## config.mk

```make
export PLATFORM = sky130hd
export DESIGN_NAME = fp_sqrt_packer_flat
export DESIGN_NICKNAME = d
export VERILOG_FILES = /design/src/rtl/fp_sqrt_packer_if.sv /design/src/rtl/fp_sqrt_packer.sv /design/src/flat_wrapper.sv
export SDC_FILE = /design/constraint.sdc
export NUM_CORES = 1
export LEC_CHECK = 0
export BUFFER_PORTS_ARGS = -buffer_cell sky130_fd_sc_hd__buf_2
export CAP_MARGIN = 20
export CORE_UTILIZATION = 40
export DETAILED_ROUTE_END_ITERATION = 6
export PLACE_DENSITY_LB_ADDON = 0.1
export SYNTH_ARGS = -nofsm -noshare
export SYNTH_HDL_FRONTEND = slang
export SYNTH_SLANG_ARGS = --single-unit
```

## constraint.sdc

```tcl
create_clock -name clk -period 2.82 [get_ports clk]
set_input_delay 0.282 -clock clk [delete_from_list [all_inputs] [get_ports clk]]
set_output_delay 0.282 -clock clk [all_outputs]
set_load 0.05 [all_outputs]
```

## src/rtl/fp_sqrt_packer_if.sv

```systemverilog
// Handshake and data bundle between the sqrt core, the packer and its consumer.
// The flag signals exist only when SQRT_PACK_FLAGS_EN is defined.
interface fp_sqrt_packer_if #(
  parameter int EXP_W  = 8,
  parameter int MANT_W = 23
);
  logic                      in_valid;
  logic                      in_ready;
  logic                      in_sign;
  logic [EXP_W-1:0]          in_exp;
  logic                      in_frac_nz;
  logic [MANT_W:0]           in_root;
  logic                      out_valid;
  logic                      out_ready;
  logic [EXP_W+MANT_W:0]     out_data;
`ifdef SQRT_PACK_FLAGS_EN
  logic                      in_rem_nz;
  logic                      out_invalid;
  logic                      out_inexact;

  modport master (
    output in_valid, in_sign, in_exp, in_frac_nz, in_root, in_rem_nz, out_ready,
    input  in_ready, out_valid, out_data, out_invalid, out_inexact
  );
  modport slave (
    input  in_valid, in_sign, in_exp, in_frac_nz, in_root, in_rem_nz, out_ready,
    output in_ready, out_valid, out_data, out_invalid, out_inexact
  );
`else
  modport master (
    output in_valid, in_sign, in_exp, in_frac_nz, in_root, out_ready,
    input  in_ready, out_valid, out_data
  );
  modport slave (
    input  in_valid, in_sign, in_exp, in_frac_nz, in_root, out_ready,
    output in_ready, out_valid, out_data
  );
`endif
endinterface

```

## src/rtl/fp_sqrt_packer.sv

```systemverilog
// Packs the fixed-point sqrt root and operand class into an IEEE-754 single result.
// Define SQRT_PACK_FLAGS_EN to add in_rem_nz and the out_invalid/out_inexact flags.
module fp_sqrt_packer #(
  parameter int EXP_W  = 8,
  parameter int MANT_W = 23,
  parameter int BIAS   = 127
) (
  input logic            clk,
  input logic            rst_n,
  fp_sqrt_packer_if.slave bus
);
  localparam int DATA_W = 1 + EXP_W + MANT_W;
  localparam int E_W    = EXP_W + 1;
  localparam logic [EXP_W-1:0]  EXP_MAX = '1;
  localparam logic [E_W-1:0]    E_OFFS  = E_W'(BIAS - 1);
  localparam logic [DATA_W-1:0] QNAN    = {1'b0, EXP_MAX, 1'b1, {(MANT_W-1){1'b0}}};
  localparam logic [DATA_W-1:0] INF     = {1'b0, EXP_MAX, {MANT_W{1'b0}}};

  typedef enum logic [1:0] {IDLE, NORM, OUT} state_t;

  state_t            state_q, state_d;
  logic [MANT_W:0]   m_q, m_d;
  logic [E_W-1:0]    e_q, e_d;
  logic [DATA_W-1:0] data_q, data_d;
  logic [MANT_W:0]   m_shift;
  logic [E_W-1:0]    e_dec;
  logic [E_W-1:0]    e_init;
  logic              accept;
  logic              handshake;
  logic              in_ready_c;
  logic              out_valid_c;
`ifdef SQRT_PACK_FLAGS_EN
  logic              rem_nz_q, rem_nz_d;
  logic              invalid_q, invalid_d;
  logic              inexact_q, inexact_d;
`endif

  // Halved exponent: adding the odd bit keeps odd exponents rounding the right way.
  assign e_init    = ({1'b0, bus.in_exp} + E_OFFS + {{EXP_W{1'b0}}, bus.in_exp[0]}) >> 1;
  assign m_shift   = m_q << 1;
  assign e_dec     = e_q - 1'b1;
  assign accept    = bus.in_valid && (state_q == IDLE);
  assign handshake = (state_q == OUT) && bus.out_ready;

  always_ff @(posedge clk or negedge rst_n) begin
    if (!rst_n) begin
      state_q   <= IDLE;
      m_q       <= '0;
      e_q       <= '0;
      data_q    <= '0;
`ifdef SQRT_PACK_FLAGS_EN
      rem_nz_q  <= 1'b0;
      invalid_q <= 1'b0;
      inexact_q <= 1'b0;
`endif
    end else begin
      state_q   <= state_d;
      m_q       <= m_d;
      e_q       <= e_d;
      data_q    <= data_d;
`ifdef SQRT_PACK_FLAGS_EN
      rem_nz_q  <= rem_nz_d;
      invalid_q <= invalid_d;
      inexact_q <= inexact_d;
`endif
    end
  end

  always_comb begin
    state_d   = state_q;
    m_d       = m_q;
    e_d       = e_q;
    data_d    = data_q;
`ifdef SQRT_PACK_FLAGS_EN
    rem_nz_d  = rem_nz_q;
    invalid_d = invalid_q;
    inexact_d = inexact_q;
`endif
    case (state_q)
      IDLE: begin
        if (accept) begin
          m_d     = bus.in_root;
          e_d     = e_init;
          state_d = OUT;
`ifdef SQRT_PACK_FLAGS_EN
          rem_nz_d  = bus.in_rem_nz;
          invalid_d = 1'b0;
          inexact_d = 1'b0;
`endif
          // Class priority: NaN input, +inf, flushed zero/denormal, negative, normal.
          if (bus.in_exp == EXP_MAX && bus.in_frac_nz) begin
            data_d = QNAN;
`ifdef SQRT_PACK_FLAGS_EN
            invalid_d = 1'b1;
`endif
          end else if (bus.in_exp == EXP_MAX && !bus.in_sign) begin
            data_d = INF;
          end else if (bus.in_exp == '0) begin
            data_d = {bus.in_sign, {(DATA_W-1){1'b0}}};
          end else if (bus.in_sign) begin
            data_d = QNAN;
`ifdef SQRT_PACK_FLAGS_EN
            invalid_d = 1'b1;
`endif
          end else if (bus.in_root[MANT_W]) begin
            data_d = {1'b0, e_init[EXP_W-1:0], bus.in_root[MANT_W-1:0]};
`ifdef SQRT_PACK_FLAGS_EN
            inexact_d = bus.in_rem_nz;
`endif
          end else if (bus.in_root == '0) begin
            data_d = '0;
          end else begin
            state_d = NORM;
          end
        end
      end
      NORM: begin
        m_d = m_shift;
        e_d = e_dec;
        if (e_dec == '0) begin
          data_d  = '0;
          state_d = OUT;
        end else if (m_shift[MANT_W]) begin
          data_d  = {1'b0, e_dec[EXP_W-1:0], m_shift[MANT_W-1:0]};
          state_d = OUT;
`ifdef SQRT_PACK_FLAGS_EN
          inexact_d = rem_nz_q;
`endif
        end
      end
      OUT: begin
        if (handshake) begin
          state_d = IDLE;
`ifdef SQRT_PACK_FLAGS_EN
          invalid_d = 1'b0;
          inexact_d = 1'b0;
`endif
        end
      end
      default: state_d = IDLE;
    endcase
  end

  always_comb begin
    in_ready_c  = (state_q == IDLE);
    out_valid_c = (state_q == OUT);
  end

  assign bus.in_ready  = in_ready_c;
  assign bus.out_valid = out_valid_c;
  assign bus.out_data  = data_q;
`ifdef SQRT_PACK_FLAGS_EN
  assign bus.out_invalid = invalid_q;
  assign bus.out_inexact = inexact_q;
`endif

endmodule

```

## src/flat_wrapper.sv

```systemverilog
// flat-port wrapper written by rule: the top's interface ports become plain ports
module fp_sqrt_packer_flat 
#(
  parameter int EXP_W  = 8,
  parameter int MANT_W = 23,
  parameter int BIAS   = 127
)
  (clk, rst_n, bus_in_valid, bus_in_sign, bus_in_exp, bus_in_frac_nz, bus_in_root, bus_out_ready, bus_in_ready, bus_out_valid, bus_out_data);
  fp_sqrt_packer_if #(.EXP_W(EXP_W), .MANT_W(MANT_W)) bus_i ();
  input logic clk;
  input logic rst_n;
  input wire logic [$bits(bus_i.in_valid)-1:0] bus_in_valid;
  input wire logic [$bits(bus_i.in_sign)-1:0] bus_in_sign;
  input wire logic [$bits(bus_i.in_exp)-1:0] bus_in_exp;
  input wire logic [$bits(bus_i.in_frac_nz)-1:0] bus_in_frac_nz;
  input wire logic [$bits(bus_i.in_root)-1:0] bus_in_root;
  input wire logic [$bits(bus_i.out_ready)-1:0] bus_out_ready;
  output wire logic [$bits(bus_i.in_ready)-1:0] bus_in_ready;
  output wire logic [$bits(bus_i.out_valid)-1:0] bus_out_valid;
  output wire logic [$bits(bus_i.out_data)-1:0] bus_out_data;
  assign bus_i.in_valid = bus_in_valid;
  assign bus_i.in_sign = bus_in_sign;
  assign bus_i.in_exp = bus_in_exp;
  assign bus_i.in_frac_nz = bus_in_frac_nz;
  assign bus_i.in_root = bus_in_root;
  assign bus_i.out_ready = bus_out_ready;
  assign bus_in_ready = bus_i.in_ready;
  assign bus_out_valid = bus_i.out_valid;
  assign bus_out_data = bus_i.out_data;
  fp_sqrt_packer #(.EXP_W(EXP_W), .MANT_W(MANT_W), .BIAS(BIAS)) u_core (.clk(clk), .rst_n(rst_n), .bus(bus_i));
endmodule
```

## After elaboration in Yosys (flattened, before gate mapping)

Index checks and enable logic that the tools add are counted.

| storage, ports and cells | value |
|---|---|
| flip-flop bits (word level) | 66 |
| bits of input ports | 38 |
| output and inout bits | 34 |
| word-level logic and storage cells | 52 |

| operators by class | value |
|---|---|
| add/subtract/negate cells | 3 |
| equality and inequality tests | 7 |
| muxes and demuxes | 25 |
| reduce and logical (&&, ||, !) cells | 13 |

Operators by type and width:

| cell | count |
|---|---|
| 32-bit 2-to-1 mux | 9 |
| 32-bit one-hot mux with 2 select lines | 1 |
| 23-bit one-hot mux with 2 select lines | 1 |
| 24-bit zero test | 1 |
| 23-bit 2-to-1 mux | 1 |
| 2-bit 2-to-1 mux | 10 |
| 9-bit one-hot mux with 2 select lines | 1 |
| 8-bit by 7-bit adder with 9-bit output (second input constant) | 1 |
| 9-bit by 1-bit adder with 9-bit output | 1 |
| 9-bit zero test | 1 |
| 9-bit 2-to-1 mux | 1 |
| 9-bit by 1-bit subtractor with 9-bit output (second input constant) | 1 |
| 8-bit equality test (second input constant) | 1 |
| 8-bit zero test | 1 |
| 7-bit by 3-bit inequality test with 1-bit output (second input constant) | 1 |
| 2-bit one-hot mux with 3 select lines | 1 |
| 1-bit logical AND | 4 |
| 2-bit by 1-bit inequality test with 1-bit output (second input constant) | 2 |
| 4-bit AND reduction | 1 |
| 3-bit by 1-bit inequality test with 1-bit output (second input constant) | 1 |
| 3-bit AND reduction | 1 |
| 2-bit by 1-bit equality test with 1-bit output (second input constant) | 1 |
| 2-bit equality test (second input constant) | 1 |
| 2-bit zero test | 1 |
| 3 further kinds | 3 |

## Depth between registers and ports, before layout

Gate-level depths: netlist of the first run.

| depth | value |
|---|---|
| depth in word-level cells | 9 |
| mapped depth | 11 |
| mapped depth without buffers | 8 |

## Worst setup path before layout of the first run

OpenSTA, ideal clock, no wires.

| timing | value |
|---|---|
| path type | register to register |
| start point | reg u_core.e_q[0] |
| end point | reg u_core.data_q[28] (netlist: u_core.bus.out_data[28]) |
| setup time | 0.128 ns |
| arrival | 2.441 ns |
| required time | 2.692 ns |
| path slack | 0.252 ns |
| cell stages (with the launch flop) | 12 |
| path buffers | 3 |
| clock period less this slack | 2.568 ns |
| cell sequence | dfrtp_1 inv_1 ha_1 clkbuf_1 xor2_1 nor4b_1 nand4b_1 or2_1 buf_2 a21oi_4 buf_6 mux2_1 |

| between the ends | value |
|---|---|
| word-level cells in the longest chain between the ends | 4 |
| elaborated cells between the ends (all ways) | 7 |
| those cells by class | 1 x add/sub; 1 x eq/ne; 3 x mux; 2 x reduce/logical |

Ends and longest elaborated chain:

| element | RTL line | source |
|---|---|---|
| from (decl) | fp_sqrt_packer.sv:23 | `logic [E_W-1:0] e_q, e_d;` |
| from (signal assigned) | fp_sqrt_packer.sv:49 | `e_q <= '0;` |
| from (signal assigned) | fp_sqrt_packer.sv:59 | `e_q <= e_d;` |
| 9-bit by 1-bit subtractor with 9-bit output (*) | fp_sqrt_packer.sv:41 | `assign e_dec = e_q - 1'b1;` |
| 9-bit zero test or 32-bit 2-to-1 mux (tied branches) | fp_sqrt_packer.sv:120, fp_sqrt_packer.sv:123 |  |
| 3-bit by 1-bit inequality test with 1-bit output (no source line) or 32-bit 2-to-1 mux (tied branches) | -- |  |
| 4-bit AND reduction (no source line) or 32-bit one-hot mux with 2 select lines (tied branches) | -- |  |
| to (signal assigned) | fp_sqrt_packer.sv:60 | `data_q <= data_d;` |
| to (decl) | fp_sqrt_packer.sv:24 | `logic [DATA_W-1:0] data_q, data_d;` |

Mark *: on every way between the ends. The rest lies on a longest branch, timed or not. The select of a mux whose other input is x is not followed.
A chain may end at the register's enable or synchronous reset.

## Worst setup path in the final report of the first run

| timing | value |
|---|---|
| start point | reg u_core.e_q[0] |
| end point | reg u_core.data_q[25] (netlist: u_core.bus.out_data[25]) |

Same word-level chain as after synthesis.

==> results of run 1 <==
tightest hold or removal path: stages:
cell	delay, ps
buf_2	120
nand2_1	50
o21ai_0	60
worst min path at each step:
stage / start / end / cells past startpoint
2_1_floorplan: rst_n / u_core.bus.out_data[0] / 0
3_3_place_gp: rst_n / u_core.bus.out_data[25] / 1
3_5_place_dp: rst_n / u_core.m_q[4] / 1
4_1_cts: bus_in_root[0] / u_core.m_q[0] / 3
5_1_grt: bus_in_root[0] / u_core.bus.out_data[0] / 3
6_report: bus_in_root[0] / u_core.m_q[0] / 3
synthesized netlist by cell type, types with 3 or more instances:
cell,number
nor2_1,23
nand3_1,5
a21oi_1,36
mux2_2,3
mux2_1,3
buf_6,4
o211ai_1,3
a221o_1,21
nor3_1,6
xor2_1,7
buf_2,4
o21a_1,21
mux2i_1,25
nor4_1,8
ha_1,5
clkbuf_1,24
xnor2_1,4
inv_1,30
dfrtp_1,66
nand2b_1,3
nor2b_1,4
nand2_1,42
o21ai_0,39
area by class of cell:
class | instances | area (µm²) | area share (%)
multi-input combinational | 298 | 1990 | 43.0
sequential | 66 | 1650 | 35.6
timing repair buffer | 84 | 468 | 10.1
tap | 129 | 161 | 3.48
clock buffer | 10 | 138 | 2.97
clock inverter | 6 | 114 | 2.45
inverter | 30 | 113 | 2.43
per-layer routing:
layer	vias to the layer above	track usage (%)
met5	-	0
met4	0	7.02
met3	12	3.61
met2	72	33.6
met1	1570	30.0
li1	1658	-
flip-flops by register name, summed over array words and instances (netlist names):
signal,count
u_core.e_q,9
u_core.state_q,2
u_core.bus.out_data,32
u_core.m_q,23
per-stage QoR:
| step | total power, mW | cell area (µm²) | setup WS, ps |
|---|---|---|---|
| after global placement | 4.63 | 4380 | 261 |
| final | 5.64 | 4640 | 228 |
| after CTS | 5.69 | 4640 | 162 |
| after global routing | 6.05 | 4640 | 11.0 |
| after detailed placement | 4.66 | 4380 | 174 |
| after floorplan | 3.96 | 3900 | 252 |
kinds of logic after synthesis:
kind of cell | Yosys count | share of synthesized area (%)
adders and majority gates | 5 | 1.60
buffers and inverters | 63 | 6.96
DFF | 66 | 42.4
AOI/OAI and AO/OA | 145 | 25.0
and+or+nand+nor | 106 | 13.4
xor gates and xnor gates | 11 | 2.47
muxes | 31 | 8.15
what timing repair did:
item | CTS | global route
hold endpoints to repair | 27 | 0
endpoints found under the setup margin | 0 | 12
hold buffers | 1 | 0
setup buffers | 0 | 0
gates resized for setup | 0 | 1
power breakdown:
part | leakage [nW] | internal (mW) | total, mW | switching, mW
Sequential | 0.793 | 1.41 | 1.78 | 0.372
Combinational | 1.14 | 0.944 | 2.85 | 1.90
Clock | 0.119 | 0.613 | 1.01 | 0.398
Total | 2.05 | 2.97 | 5.64 | 2.67
==> run metrics, run 1 <==
Max clock buf depth 2; Synth cell types 53; status finished, final reports clean; initial antenna violation count 0; RR Endpoint u_core.bus.out_data[25]; Worst-path clk slew 80 ps; yosys warns 0; Worst Skew 18.1 ps; hpwl dp 6910 µm; Port Buffers 71; Post-Route WL 9990 µm; vias per inst 5.32; sequential-to-total area share from yosys stat 42.4%; vias in the first global route 3273; Die X 101 µm; routed vias 3312; CP top delay family simple AND/OR/NAND/NOR gates; Worst EP required 3050 ps; wire length on met2 4570 µm; ant diodes 0; final core occ 49.8%; initial core utilization 41.8%; Setup violations, final 0; die area 0.0101 mm²; layout cells sized above 1 22.1%; Final ANT Viol Nets 0; WL/cell 16.0 µm; Max Fclk 0.386 GHz; CP peak stage delay 420 ps; Yosys top cell area share 42.4%; most common cell after layout, fill and taps aside buf_2; total CTS buffers 9; WP depth 9; flop and latch count out of synthesis 66; Yosys top cell by area dfrtp_1; largest net degree at the start of global routing 60; CTS sink count 66; crit path buf inv count 2; DRT Pass-1 Iters 4; residual DRC count 0; Slowest-stage cell, CP dfrtp_2; top cells by area, synth dfrtp_1 (42%), mux2i_1 (6.4%), a221o_1 (5.4%), o21ai_0 (5.0%), a21oi_1 (4.6%); Worst VDD drop 0.000522 V; Setup crit end kind register; global-route wire length before repair 16700 µm; pwr dens 1220 mW/mm²; Critical Path, Cell by Cell inv_1, ha_1, xor2_1, nor4b_1, nand4b_1, or2_1, a21oi_4, buf_4, mux2_2; Routability Congestion 0.849; Syn-to-layout area delta 19.0%; Max Cap Violations 0; RSZ-0062 raised after global routing false; worst rel slew slack 55.2%; Final Cycle Share 91.9%; Slew Viols, Final 0; H-tree depth 3; Post-synth EDFFs 0; Synth Flop Type dfrtp_1; R2R Setup Slk 230 ps; Critical Path End u_core.bus.out_data[25]; Iteration-0 DRC Markers 149; row count 35; Critical Path AT 2820 ps; Overall Global Routing Usage 21.4%; maximum fanout along the worst path 14; Fin Setup TNS 0 ps; Pleak 2.05 nW; DRT met1 WL 4880 µm; root buf cell clkbuf_8; Cell Area, Synth 0.00390 mm²; Hold Slack 206 ps; HP Class in -> reg; die extent in y 101 µm; CP Class reg -> reg; worst-margin pin slew 671 ps; CP startpoint u_core.e_q[0]; placed cell count 606; synthesized instance count 427; Fillers 915; met3 WL 420 µm; Top Metal Used met4; async set-or-reset flop fraction in the synthesized netlist 100%; Ports 72; final-stage net count 532; commonest cells after routing, fill and taps aside buf_2 (71), dfrtp_1 (65), nand2_1 (42); core area 0.00933 mm²; Worst-Skew Late Latency 350 ps; min Tclk post-route 2590 ps; Setup crit start kind register; R2R depth 9; grt total ovfl 0; RR Startpoint u_core.e_q[0]; Non-Filler Instances 623; final hold violations 0; Syn Nets 470; CTS tree done; Synth Area per Inst 9.13 µm²
Power figures use the tool's default switching activity.
==> run 2: changes to the inputs <==
BUFFER_PORTS_ARGS = default   (was -buffer_cell sky130_fd_sc_hd__buf_2)
CORE_UTILIZATION = 30   (was 40)
DONT_BUFFER_PORTS = 1   (was default)
==> run 2 against run 1 <==
Net effect: sequential share of layout area up 1.8 points; hold slack worse by 120 ps; clock power barely moved; critical path type unchanged.
==> run metrics, run 2 (same netlist as run 1, synthesis figures left out) <==
CP Class reg -> reg; Worst-path clk slew 50 ps (-30 ps); WL/cell 18.0 µm (+12%); row count 41 (+17%); Worst EP required 3040 ps (about the same); R2R depth 9 (unchanged); Port Buffers 0 (-100%); residual DRC count 0 (unchanged); Critical Path AT 2740 ps (-80 ps); status finished, final reports clean; Max Cap Violations 0 (unchanged); final hold violations 0 (unchanged); layout cells sized above 1 8.92% (-13 points); Slew Viols, Final 0 (unchanged); Syn-to-layout area delta 13.1%; hpwl dp 7410 µm (+7.3%); pwr dens 1240 mW/mm² (+2.3%); Overall Global Routing Usage 17.0% (-4.4 points); Final Cycle Share 89.5% (-2.4 points); Clock power frac 18.9% (+1.0 points); Setup crit end kind register; Reg power frac 48.2% (+17 points); initial core utilization 30.8% (-11 points); Fillers 1325 (+45%); Max clock buf depth 2 (unchanged); grt total ovfl 0 (unchanged); Psw 2.64 mW (-1.3%); H-tree depth 3 (unchanged); Setup violations, final 0 (unchanged); Fin Setup TNS 0 ps (unchanged); Worst VDD drop 0.000413 V (-21%); global-route wire length before repair 17100 µm (+2.3%); worst-margin pin slew 906 ps (+234 ps); placed cell count 578 (-4.6%); total CTS buffers 9 (unchanged); Logic pwr share 32.9% (-18 points); Iteration-0 DRC Markers 183 (+23%); worst rel slew slack 39.4% (-16 points); most common cell after layout, fill and taps aside dfrtp_1; PnR worst setup slack 295 ps (+67.0 ps); Worst Skew 9.41 ps (-8.71 ps); vias in the first global route 3038 (-7.2%); Worst-Skew Late Latency 330 ps (-20 ps); die area 0.0135 mm² (+33%); root buf cell clkbuf_16; Routability Congestion 0.764 (-10%); number of flip-flops under the largest register name 32 (unchanged); Setup crit start kind register; maximum fanout along the worst path 7 (-7); largest net degree at the start of global routing 67 (+12%); min Tclk post-route 2520 ps (-67.0 ps); DRT Pass-1 Iters 4 (unchanged); post-cts resize count 0 (unchanged); Die X 116 µm (+15%); RSZ-0062 raised after global routing false; routed vias 3115 (-5.9%); Pleak 1.81 nW (-12%); Final Power 5.48 mW (-2.8%); Hold Path Depth 2 (-1); Final ANT Viol Nets 0 (unchanged); Sequential Area 0.00165 mm² (about the same); footprint of the multi-input gates 0.00199 mm² (unchanged); CTS sink count 66 (unchanged); internal power 2.84 mW (-4.2%); Ports 72 (unchanged); commonest cells after routing, fill and taps aside dfrtp_1 (66), nand2_1 (42), o21ai_0 (39); CTS tree done; Non-Filler Instances 598 (-4.0%); Post-Route WL 10700 µm (+7.4%); ant diodes 0 (unchanged); core area 0.0127 mm² (+36%); final-stage net count 465 (-13%); initial antenna violation count 0 (unchanged); die extent in y 116 µm (+15%); Setup WS pre-CTS 154 ps (-20.4 ps); vias per inst 5.21 (-2.0%); Sw Share 48.1% (+0.74 points); Max Fclk 0.396 GHz (+2.7%); HP Class in -> reg
==> run 2: cell count changes in the layout (fill, tap and decap cells not counted), sizes merged <==
cell	previous run	this run
buf	83	16
bufinv	3	0
clkbuf	10	13
clkinvlp	2	1
==> run 2: power groups by stage <==
| stage | clock network (mW) | registers, mW | logic [mW] |
|---|---|---|---|
| 6_report | 1.04 | 2.64 | 1.81 |
| 5_1_grt | 1.12 | 2.73 | 2.03 |
| 4_1_cts | 1.08 | 2.65 | 1.78 |
| 3_5_place_dp | 0 | 2.66 | 1.74 |
| 3_3_place_gp | 0 | 2.66 | 1.72 |
| 2_1_floorplan | 0 | 2.49 | 1.48 |
==> run 2: per-stage QoR <==
stage                     util, %  hold WS [ps]  instance area (µm²)
after floorplan                 -         -13.6                 3900
after global placement       32.1         -8.49                 4060
after detailed placement     32.1         -8.77                 4060
after CTS                    34.5          71.7                 4370
after global routing         34.8          87.1                 4410
final                        34.8          85.4                 4410
==> run 2: final cells by class <==
type,instances,area share (%)
multi-input combinational,298,45.2
sequential,66,37.5
clock buffer,13,5.90
tap,172,4.88
timing repair buffer,17,3.69
inverter,30,2.55
clock inverter,2,0.284
==> run 2: repair_timing <==
| item | in CTS | in global routing |
|---|---|---|
| hold endpoints to repair | 66 | 0 |
| hold buffers | 2 | 0 |
| endpoints found under the setup margin | 0 | 2 |
| buffers inserted | 0 | 3 |
==> run 2: metal layers <==
metal | part of all wire, % | global-route usage, % | vias up
met5 | 0 | 0 | -
li1 | - | - | 1522
met3 | 8.4 | 7.53 | 12
met4 | 1.4 | 4.96 | 0
met2 | 43 | 24.6 | 92
met1 | 47 | 22.7 | 1489
==> run 2: final timing paths <==
path                                 from                       to  slack, ps
max in group asynchronous           rst_n           u_core.m_q[17]       2040
hold reg to reg             u_core.m_q[9]            u_core.m_q[9]        500
setup reg to reg            u_core.e_q[0]  u_core.bus.out_data[26]        300
hold / removal             bus_in_root[0]            u_core.m_q[0]         90
setup / recovery            u_core.e_q[0]  u_core.bus.out_data[26]        300
min in group asynchronous           rst_n            u_core.e_q[2]        510
==> run 2: worst max-delay path: stages (launching register included) <==
cell,delay [ps]
dfrtp_1,440
inv_1,100
ha_1,240
xor2_1,190
nor4b_1,260
nand4b_1,150
or2_1,300
a21oi_4,260
buf_12,160
mux2_2,320
